$ cat src/rtl/bin2bcd_pkg.sv
// Shared types and constants for the binary-to-BCD converter.
package bin2bcd_pkg;

  // Converter control states.
  typedef enum logic [1:0] {
    IDLE = 2'd0,
    OP   = 2'd1,
    DONE = 2'd2
  } state_t;

  // One packed BCD digit.
  typedef logic [3:0] bcd_digit_t;

  // Four digits cover every legal operand (up to 8191).
  localparam int NUM_DIGITS = 4;

  // Digits strictly above this get +3 before each shift (double-dabble).
  localparam bcd_digit_t ADJ_THRESH = 4'd4;

endpackage

$ cat src/rtl/bcd_adj3.sv
// Double-dabble digit correction: add 3 to a digit above 4 so that the
// following left shift carries correctly into the next decimal digit.
module bcd_adj3
  import bin2bcd_pkg::*;
(
  input  bcd_digit_t d,
  output bcd_digit_t q
);

  // Conditional +3; the input never exceeds 9, so the result fits in 4 bits.
  always_comb begin
    if (d > ADJ_THRESH) begin
      q = d + 4'd3;
    end else begin
      q = d;
    end
  end

endmodule

$ cat src/rtl/bin2bcd.sv
// Sequential binary-to-BCD converter (shift-and-add-3), one bit per cycle.
// A conversion of BIN_W bits takes BIN_W OP cycles plus one DONE cycle.
module bin2bcd
  import bin2bcd_pkg::*;
#(
  parameter int BIN_W = 13
) (
  input  logic             clk,
  input  logic             reset,
  input  logic             start,
  input  logic [BIN_W-1:0] bin,
  output logic             ready,
  output logic             done_tick,
  output logic [3:0]       bcd3,
  output logic [3:0]       bcd2,
  output logic [3:0]       bcd1,
  output logic [3:0]       bcd0
);

  localparam int CNT_W  = $clog2(BIN_W + 1);
  localparam int DIG_BITS = 4 * NUM_DIGITS;

  state_t                          state_r, state_s;
  logic [BIN_W-1:0]                shift_r, shift_s;
  logic [CNT_W-1:0]                cnt_r, cnt_s;
  bcd_digit_t [NUM_DIGITS-1:0]     digits_r, digits_s;
  bcd_digit_t [NUM_DIGITS-1:0]     adj_s;
  logic [DIG_BITS-1:0]             adj_flat_s;

  // One correction unit per digit, fed from the registered digits.
  for (genvar g = 0; g < NUM_DIGITS; g++) begin : g_adj
    bcd_adj3 u_adj (
      .d (digits_r[g]),
      .q (adj_s[g])
    );
  end

  assign adj_flat_s = adj_s;

  // Next-state and datapath update: load on start, shift in OP, hold otherwise.
  always_comb begin
    state_s  = state_r;
    shift_s  = shift_r;
    cnt_s    = cnt_r;
    digits_s = digits_r;
    case (state_r)
      IDLE: begin
        if (start) begin
          shift_s  = bin;
          digits_s = {DIG_BITS{1'b0}};
          cnt_s    = CNT_W'(BIN_W);
          state_s  = OP;
        end else begin
          state_s  = IDLE;
        end
      end
      OP: begin
        // Corrected digits and the operand shift left as one long register;
        // the operand MSB enters the units digit.
        digits_s = {adj_flat_s[DIG_BITS-2:0], shift_r[BIN_W-1]};
        shift_s  = {shift_r[BIN_W-2:0], 1'b0};
        if (cnt_r != {CNT_W{1'b0}}) begin
          cnt_s = cnt_r - CNT_W'(1);
        end else begin
          cnt_s = cnt_r;
        end
        if (cnt_r <= CNT_W'(1)) begin
          state_s = DONE;
        end else begin
          state_s = OP;
        end
      end
      DONE: begin
        state_s = IDLE;
      end
      default: begin
        state_s = IDLE;
      end
    endcase
  end

  // State and datapath registers with synchronous reset.
  always_ff @(posedge clk) begin
    if (reset) begin
      state_r  <= IDLE;
      shift_r  <= {BIN_W{1'b0}};
      cnt_r    <= {CNT_W{1'b0}};
      digits_r <= {DIG_BITS{1'b0}};
    end else begin
      state_r  <= state_s;
      shift_r  <= shift_s;
      cnt_r    <= cnt_s;
      digits_r <= digits_s;
    end
  end

  // Status outputs decoded from the state register only.
  always_comb begin
    ready     = 1'b0;
    done_tick = 1'b0;
    case (state_r)
      IDLE:    ready     = 1'b1;
      OP:      ready     = 1'b0;
      DONE:    done_tick = 1'b1;
      default: ready     = 1'b0;
    endcase
  end

  assign bcd3 = digits_r[3];
  assign bcd2 = digits_r[2];
  assign bcd1 = digits_r[1];
  assign bcd0 = digits_r[0];

endmodule

$ cat config.mk
export PLATFORM = sky130hd
export DESIGN_NAME = bin2bcd
export DESIGN_NICKNAME = d
export VERILOG_FILES = /design/src/rtl/bin2bcd_pkg.sv /design/src/rtl/bcd_adj3.sv /design/src/rtl/bin2bcd.sv
export SDC_FILE = /design/constraint.sdc
export NUM_CORES = 1
export LEC_CHECK = 0
export ABC_AREA = 1
export BUFFER_PORTS_ARGS = -buffer_cell sky130_fd_sc_hd__buf_2
export CORE_ASPECT_RATIO = 0.9
export CORE_MARGIN = 1
export CORE_UTILIZATION = 61
export CTS_BUF_LIST = sky130_fd_sc_hd__clkbuf_8
export DETAILED_ROUTE_END_ITERATION = 7
export PLACE_DENSITY_LB_ADDON = 0.05
export SYNTH_ARGS = -nofsm -noshare
export SYNTH_HDL_FRONTEND = slang
export SYNTH_SLANG_ARGS = --single-unit
$ cat constraint.sdc
create_clock -name clk -period 2 [get_ports clk]
set_input_delay 0.4 -clock clk [delete_from_list [all_inputs] [get_ports clk]]
set_output_delay 0.4 -clock clk [all_outputs]
set_load 0.02 [all_outputs]
==> results.md, run 1 <==
* Diodes inserted at 0
* GRT overflow at 0
* Post-synthesis net count at 286
* Drt wl/cell at ~11 um
* Number of global-route vias before repair at 1387
* Setup TNS at 0 ns
* Layout cells sized above 1 at about 16%
* Worst hold path stage count at 3
* Fmax achieved at between 600 and 700 MHz
* Setup crit start kind: flip-flop
* Post-cts resize count at 0
* First-pass detailed-route iteration total at 6
* CTS Hold Bufs at 0
* Post-CTS setup buffers at 0
* Pwr Density at 767 nW/um2
* Clock power frac at 34.0%
* GRT Resource Usage Total at between 20% and 30%
* RSZ-0062 raised after global routing: false
* Combinational share of power at ~16%
* Post-synth cell types at 23
* Io pins at 34
* Final Cycle Share at 71.6%
* Int Pwr at around 1100 uW
* Final Instance Area at between 2000 and 2500 um2
* Sink Count at 35
* Chip height at 53.0 um
* CP Capture Type: flip-flop
* Buffers on Ports at 33
* WP data required at around 2.2 ns
* Register area share after synthesis at 39.7%
* Core footprint at 2750 um2
* CP max FO at 29
* Switching pwr at between 400 and 500 uW
* Sw Ratio at between 20% and 30%
* Flop pwr share at ~50%
* TritonCTS Buffers at 5
* Nets at 317
* Post-DRT Antenna Nets at 0
* Initial antenna violation count at 0
* R2R depth at 5
* Maximum number of pins on one net before global-route repair at 30
* First-pass GRT wire length at approximately 5.9 mm
* Layout area overhead at 14.0%
* Synthesized area at 1760 um2
* Final Hold Vio Count at 0
* Placed cell areas at ~1900 um2
* Min Clock Period, post-route at 1.43 ns
* Setup-failing EPs final at 0
* Chip Width at 58.7 um
* Critical path class: flip-flop to flip-flop
* Post-synthesis register bit count at 35
* Syn Area/Cell at between 6 and 7 um2
* Worst hold path class: input pin to flip-flop
* Vias/cell at roughly 5
* Clock tree buffer depth at 2
* DRC Markers at 0
* Initial Util at ~64%
* Arrival time at the worst endpoint at 1.59 ns
* Layout Skew at 0.00347 ns
* Initial drt markers at 86
* Max-slew violations at 0
* Peak VDD IR at between 500 and 600 uV
* Measured slew at the worst slew-check pin at a little over 0.5 ns
* DP Wirelength at 2.49 mm
* Die area at between 3000 and 4000 um2
* Clock latency at the later pin of the worst-skew pair at around 0.29 ns
* CTS root buffer: clkbuf_8
* CTS clk-pin slew, worst paths at roughly 0.07 ns
* Max_cap viols at 0
* Run status: complete, no violations
* Final wirelength at 3.63 mm
* Post-Syn Instances at ~260
* Leakage at a little under 0.001 uW
* Fin Hold WS at around 0.36 ns
* Routed via count at roughly 1700
* Final Wtd Congestion at 0.817
* Number of warnings issued by yosys at 0
* FP Rows at 18
* TritonCTS clock tree: yes
* Htree depth at 2
* Max-slew headroom at 65.7%
[worst max-delay path, cell delays in order, from the launching register on]
cell and delay (ns):
dfxtp_1 0.44, nand2_2 0.15, inv_2 0.42, nand3_1 0.14
nand2_1 0.09, a21oi_1 0.06
[registers in the layout, indices dropped and copies added, names as in the netlist]
signal / flops
bcd1: 4
bcd0: 4
state_r: 2
bcd3: 4
cnt_r: 4
shift_r: 13
bcd2: 4
[metrics by stage]
step / power, uW / std cells / util, % / worst slack, ns
floorplan: 981 / 264 / - / 0.694
global placement: 1030 / 328 / 70.0 / 0.583
detailed placement: 1030 / 328 / 70.0 / 0.568
CTS: 1550 / 335 / 73.2 / 0.590
global route: 1620 / 335 / 73.2 / 0.429
finish: 1540 / 335 / 73.2 / 0.568
[layout make-up]
type | count | area, um2
fill | 248 | 736
clock inverter | 1 | 5.00
timing repair buffer | 35 | 180
clock buffer | 6 | 82.6
multi-input combinational | 186 | 873
sequential | 35 | 701
tap | 40 | 50.0
inverter | 32 | 120
[cells in the mapped netlist]
cell type / count / area [um2]
a21oi_1: 28 / 140
a22oi_1: 1 / 7.51
a31oi_1: 2 / 12.5
buf_2: 2 / 10.0
buf_4: 3 / 22.5
buf_6: 2 / 22.5
clkbuf_1: 4 / 15.0
dfxtp_1: 35 / 701
ha_1: 6 / 75.1
inv_1: 29 / 109
inv_2: 3 / 11.3
nand2_1: 88 / 330
nand2_2: 1 / 6.26
nand3_1: 23 / 115
nor2_1: 17 / 63.8
nor3_1: 1 / 5.00
nor4_1: 1 / 6.26
o211ai_1: 4 / 30.0
o21ai_0: 3 / 15.0
o21ai_1: 4 / 20.0
o21ai_2: 1 / 8.76
o22ai_1: 5 / 31.3
or2_2: 1 / 6.26
[kinds of logic (layout without fill, tap and decap cells)]
family | count (synthesis) | after routing | share of synthesized area (%)
AOI/OAI and AO/OA | 48 | 48 | 15.0
DFF | 35 | 35 | 39.7
buffers and inverters | 43 | 74 | 10.8
adders and majority gates | 6 | 6 | 4.26
and+or+nand+nor | 132 | 132 | 30.2
[cells in the final DEF, fill, tap and decap left out, drive strengths merged]
cell type / Yosys / layout
nand2: 89 / 89
dfxtp: 35 / 35
buf: 7 / 35
inv: 32 / 32
a21oi: 28 / 28
nand3: 23 / 23
nor2: 17 / 17
o21ai: 8 / 8
ha: 6 / 6
clkbuf: 4 / 6
o22ai: 5 / 5
o211ai: 4 / 4
a31oi: 2 / 2
nor4: 1 / 1
or2: 1 / 1
nor3: 1 / 1
a22oi: 1 / 1
clkinv: 0 / 1
[power groups by stage]
stage | Combinational, uW | Clock (uW) | Sequential (uW)
floorplan | 203 | 0 | 778
global placement | 243 | 0 | 784
detailed placement | 247 | 0 | 783
CTS | 248 | 533 | 767
global route | 284 | 561 | 774
finish | 250 | 525 | 768
[worst paths after layout]
| kind | start | endpoint | slack, ns |
|---|---|---|---|
| max | state_r[0] | cnt_r[3] | 0.57 |
| min | bin[0] | shift_r[0] | 0.36 |
| max reg2reg | state_r[0] | cnt_r[3] | 0.57 |
| min reg2reg | shift_r[0] | shift_r[0] | 0.48 |
[per-layer routing]
metal  vias up  GRT usage, %  part of all wire (%)
met4         0          8.33                   1.3
met5         -             0                     0
met2        45          42.0                    44
met3         7          8.80                   4.6
li1        911             -                     -
met1       754          32.2                    50
No activity file was read; power rests on OpenSTA's default activity.
==> run 2: changes to the inputs <==
- CORE_UTILIZATION: 61 -> 57
- clock period: 2 -> 1.4 ns (I/O delays scaled with it)
==> run 2 against run 1 <==
Clock power up 51%. Via count up 0.99%. Critical path type is now flip-flop to primary output. Largest power group unchanged. Total power up 50%. Critical endpoint is now ready. Highest routed layer unchanged.
==> results.md, run 2 (same netlist as run 1, synthesis figures left out) <==
* Number of global-route vias before repair at around 1500
* TritonCTS Buffers at 5
* Worst R2R End: cnt_r[3]
* Die area at roughly 3300 um2
* Switching pwr at roughly 650 uW
* Max_cap viols at 0
* Io pins at 34
* CTS clk-pin slew, worst paths at 0.07 ns
* CP Capture Type: primary output
* WP data required at between 1 and 1.5 ns
* First-pass GRT wire length at approximately 6.3 mm
* Flop pwr share at approximately 48%
* Clock power frac at 34.3%
* Measured slew at the worst slew-check pin at between 0.2 and 0.3 ns
* Combinational share of power at between 10% and 20%
* Layout cells sized above 1 at between 10% and 20%
* Grt peak-use layer: met2
* Final Hold Vio Count at 0
* Layout Skew at just over 0.004 ns
* Clock tree buffer depth at 2
* FP Rows at 18
* Max-slew headroom at approximately four fifths
* Final Wtd Congestion at approximately 0.8
* Sw Ratio at between 20% and 30%
* Commonest cells after routing, fill and taps aside: 88 x nand2_1, 35 x dfxtp_1, 33 x buf_2
* CTS root buffer: clkbuf_8
* Fmax achieved at 774 MHz
* Grt met2 use at between 40 and 50%
* Core footprint at approximately 2800 um2
* Maximum number of pins on one net before global-route repair at 19
* Filler cells at ~250
* Initial drt markers at between 100 and 150
* Chip Width at slightly above 60 um
* Most flops, register: shift_r
* Worst reg2reg startpoint: state_r[0]
* Vias/cell at a little over 5
* Leading cell type in the layout, fill and taps excluded: nand2_1
* Global routing usage on met1 at 33.2%
* Grt met3 use at 5.91%
* R2R depth at 5
* Final wirelength at between 3 and 4 mm
* TritonCTS clock tree: yes
* GRT Resource Usage Total at 26.1%
* Worst hold path class: input pin to flip-flop
* Initial Util at between 60 and 70%
* Nets at roughly 320
* Chip height at roughly 55 um
* Max-slew violations at 0
* Min Clock Period, post-route at roughly 1.3 ns
* Setup crit start kind: flip-flop
* CP endpoint: ready
* Buffers on Ports at 33
* Arrival time at the worst endpoint at 1.01 ns
* Pwr Density at 1100 nW/um2
* Peak VDD IR at 843 uV
* Setup-failing EPs final at 0
* Int Pwr at between 1500 and 2000 uW
* Clock latency at the later pin of the worst-skew pair at between 0.2 and 0.3 ns
* Total power at ~2300 uW
* DP Wirelength at between 2 and 3 mm
* Final Cycle Share at between 90 and 100%
* Htree depth at 2
* Drt wl/cell at 11.3 um
* R2r setup slk at 0.16 ns
* Sink Count at 35
* First-pass detailed-route iteration total at 4
* GRT overflow at 0
* Routed via count at ~1700
* Critical path class: flip-flop to primary output
* Run status: complete, no violations
* Layout area overhead at 19.1%
* Initial antenna violation count at 0
* DRC Markers at 0
* Diodes inserted at 0
* CP max FO at 6
* Post-DRT Antenna Nets at 0
* RSZ-0062 raised after global routing: false
* Setup TNS at 0 ns
* Max reg flops at 13
* Leakage at between 0.001 and 0.0015 uW
* Setup crit start: state_r[0]
[run 2: power groups by stage]
stage          clock [uW]  combinational (uW)  sequential [uW]
3_3_place_gp            0                 396             1120
5_1_grt               853                 475             1110
6_report              794                 422             1100
2_1_floorplan           0                 291             1110
4_1_cts               807                 403             1100
3_5_place_dp            0                 400             1120
[run 2: final cells by class]
| class | count | area [um2] | share of cell area [%] |
|---|---|---|---|
| well taps | 40 | 50.0 | 2.38 |
| multi-input cells | 186 | 888 | 42.3 |
| clock buffers | 7 | 96.3 | 4.58 |
| clock inverters | 1 | 3.75 | 0.179 |
| inverters | 32 | 120 | 5.71 |
| repair buffers | 40 | 243 | 11.5 |
| flip-flops and latches | 35 | 701 | 33.3 |
[run 2: how the worst min path moves through the flow]
stage / start / to / slack (ns) / cells after the start
2_1_floorplan: bin[0] / shift_r[0] / 0.42 / 2
3_3_place_gp: shift_r[0] / shift_r[0] / 0.46 / 2
3_5_place_dp: shift_r[0] / shift_r[0] / 0.47 / 2
4_1_cts: bin[0] / shift_r[0] / 0.24 / 3
5_1_grt: bin[8] / shift_r[8] / 0.27 / 3
6_report: bin[0] / shift_r[0] / 0.24 / 3
[run 2: layer usage]
| metal | part of all wire (%) | vias to the layer above | wire length, um |
|---|---|---|---|
| li1 | - | 922 | - |
| met4 | 1.1 | 0 | 41 |
| met3 | 5.1 | 5 | 195 |
| met2 | 46 | 41 | 1760 |
| met5 | 0 | - | 0 |
| met1 | 48 | 766 | 1870 |
[run 2: through the flow]
| stage | setup WS (ns) | instance area [um2] | hold slack, ns | cells | utilization [%] |
|---|---|---|---|---|---|
| 3_5_place_dp | 0.0800 | 1990 | 0.466 | 333 | 70.0 |
| 4_1_cts | 0.0588 | 2090 | 0.236 | 341 | 73.5 |
| 6_report | 0.108 | 2100 | 0.244 | 341 | 74.1 |
| 2_1_floorplan | 0.0939 | 1760 | 0.423 | 264 | - |
| 3_3_place_gp | 0.117 | 1990 | 0.458 | 333 | 70.0 |
| 5_1_grt | 0.0183 | 2100 | 0.270 | 341 | 74.1 |
[run 2: critical path, stage by stage, from the launching register on]
cell and delay [ns]:
dfxtp_1 0.46, nor2_1 0.10, buf_2 0.17
[run 2: repair_timing]
| item | in CTS | in global routing |
|---|---|---|
| setup buffers | 0 | 0 |
| setup endpoints to repair | 0 | 3 |
| gates resized for setup | 0 | 4 |
| hold buffers | 0 | 0 |
==> run 3: changes to the inputs <==
- clock period: 1.4 -> 1.2 ns (I/O delays scaled with it)
==> run 3 against run 2 <==
First-iteration DRC count decreased by 13%. Setup slack got worse by 0.093 ns. Largest power group unchanged. Flip-flop and latch count unchanged. Critical path type unchanged. Clock-buffer cell count is the same. Largest cell class unchanged. Final cell count increased by 3.8%. Register-to-register slack worse by 0.12 ns. Hold slack lost 0.045 ns. Die area stayed put. Non-clock buffer count rose by 13. Combinational power is 30% higher. Final area is 9.0% higher. Critical endpoint unchanged. Via count increased by 6.6%.
==> results.md, run 3 (same netlist as run 1, synthesis figures left out) <==
* Run status: complete, no violations
* Vias/cell at 5.22
* Layout cells sized above 1 at between 30% and 40%
* Grt met2 use at about 45%
* Max-slew headroom at 76.9%
* Worst hold path class: input pin to flip-flop
* First-pass GRT wire length at approximately 6.4 mm
* Pwr Density at approximately 1200 nW/um2
* Max_cap viols at 0
* Drt wl/cell at between 10 and 15 um
* Core footprint at 2840 um2
* RSZ-0062 raised after global routing: true
* Final wirelength at between 4 and 5 mm
* Clock latency at the later pin of the worst-skew pair at 0.29 ns
* Final Hold Vio Count at 0
* Htree depth at 2
* Max reg flops at 13
* CTS root buffer: clkbuf_8
* Die area at between 3000 and 4000 um2
* Maximum number of pins on one net before global-route repair at 17
* Number of global-route vias before repair at ~1600
* Crit path buf inv count at 1
* First-pass detailed-route iteration total at 4
* Most flops, register: shift_r
* Chip height at between 50 and 60 um
* WP data required at about 0.96 ns
* Clock tree buffer depth at 2
* GRT Resource Usage Total at 26.0%
* Cell Chain, Critical Path: nor2_2 -> buf_6
* Placed cell areas at 2060 um2
* CP Capture Type: primary output
* Final Wtd Congestion at roughly 0.88
* DP Wirelength at 2.82 mm
* Initial Util at between 60 and 70%
* Leakage at ~0.0011 uW
* FP Rows at 18
* TritonCTS Buffers at 5
* Final Cycle Share at roughly 99%
* Buffers on Ports at 33
* Final Instance Area at 2290 um2
* TritonCTS clock tree: yes
* Nets at 335
* Post-DRT Antenna Nets at 0
* CP max FO at 6
* Min Clock Period, post-route at ~1.2 ns
* GRT overflow at 0
* Critical path class: flip-flop to primary output
* Fmax achieved at between 800 and 900 MHz
* Fin Hold WS at around 0.2 ns
* Initial drt markers at 90
* Commonest cells after routing, fill and taps aside: 85 x nand2_1, 31 x buf_2, 23 x a21oi_1, 23 x nand3_1, 20 x dfxtp_1
* Arrival time at the worst endpoint at 0.94 ns
* Filler cells at approximately 220
* Routed via count at about 1800
* Largest delay share family, worst path: flip-flops
* Post-Place Cells at 343
* Sink Count at 35
* Grt met3 use at under 10%
* Max stage delay cell, worst path: dfxtp_4
* Non-filler instance count after layout at approximately 350
* Max-slew violations at 0
* DRC Markers at 0
* Global routing usage on met1 at between 30% and 40%
* Total power at 2750 uW
* Setup-failing EPs final at 0
* Layout Skew at between 0.006 and 0.007 ns
* Io pins at 34
* Grt peak-use layer: met2
* Peak VDD IR at 961 uV
* Chip Width at 60.6 um
* CTS clk-pin slew, worst paths at ~0.070 ns
* Measured slew at the worst slew-check pin at around 0.35 ns
* Diodes inserted at 0
* Layout area overhead at 29.9%
* Max incr delay on CP at approximately 0.38 ns
* Initial antenna violation count at 0
* Leading cell type in the layout, fill and taps excluded: nand2_1
* Setup crit start kind: flip-flop
run 3: cell count changes in the layout (fill, tap and decap cells not counted), moves of 5 or more:
cell | previous run | this run
dfxtp_1 | 35 | 20
buf_4 | 5 | 19
dfxtp_2 | 0 | 14
inv_1 | 29 | 19
inv_2 | 4 | 13
a21oi_1 | 28 | 23
run 3: path summary, 6_finish.rpt:
check             depth (start not counted)  slack (ns)        from          to
hold reg to reg                           2        0.47  shift_r[0]  shift_r[0]
hold / removal                            3        0.20      bin[0]  shift_r[0]
setup / recovery                          2        0.02  state_r[0]       ready
setup reg to reg                          8        0.04     bcd1[1]     bcd1[1]
run 3: layout make-up:
| cell class | count | area, um2 | area share, % |
|---|---|---|---|
| Sequential cell | 35 | 722 | 31.5 |
| Clock inverter | 1 | 3.75 | 0.164 |
| Clock buffer | 7 | 96.3 | 4.20 |
| Inverter | 32 | 123 | 5.35 |
| Tap cell | 40 | 50.0 | 2.18 |
| Multi-Input combinational cell | 186 | 957 | 41.8 |
| Timing Repair Buffer | 53 | 340 | 14.8 |
run 3: what timing repair did:
action | in CTS | in global routing
setup endpoints to repair | 14 | 30
pin swaps | 0 | 10
resized for setup | 5 | 40
buffers inserted | 0 | 3
hold buffers | 0 | 0
run 3: where the power goes:
group	switching, uW	internal [uW]
Combinational	315	234
Clock	401	515
Sequential	53.9	1240
run 3: routing by layer:
| layer | routed length (um) | vias up | part of all wire [%] |
|---|---|---|---|
| li1 | - | 950 | - |
| met1 | 1910 | 834 | 46 |
| met2 | 1990 | 56 | 48 |
| met3 | 213 | 9 | 5.1 |
| met4 | 64 | 0 | 1.5 |
| met5 | 0 | - | 0 |
run 3: stage by stage:
stage	setup TNS [ns]	setup slack [ns]	util (%)
2_1_floorplan	0	0.00167	-
4_1_cts	0	0.00448	76.5
3_3_place_gp	0	0.0135	72.7
6_report	0	0.0152	80.8
3_5_place_dp	-0.0734	-0.0233	72.7
5_1_grt	-0.106	-0.0520	80.8
run 3: worst register-to-register path, stage by stage (launching register included):
cell and delay, ns:
dfxtp_2 0.33, inv_2 0.09, ha_4 0.14, inv_2 0.05, nand2_1 0.08, nand2_1 0.08
nand2_1 0.06, nand3_1 0.08, a21oi_1 0.17
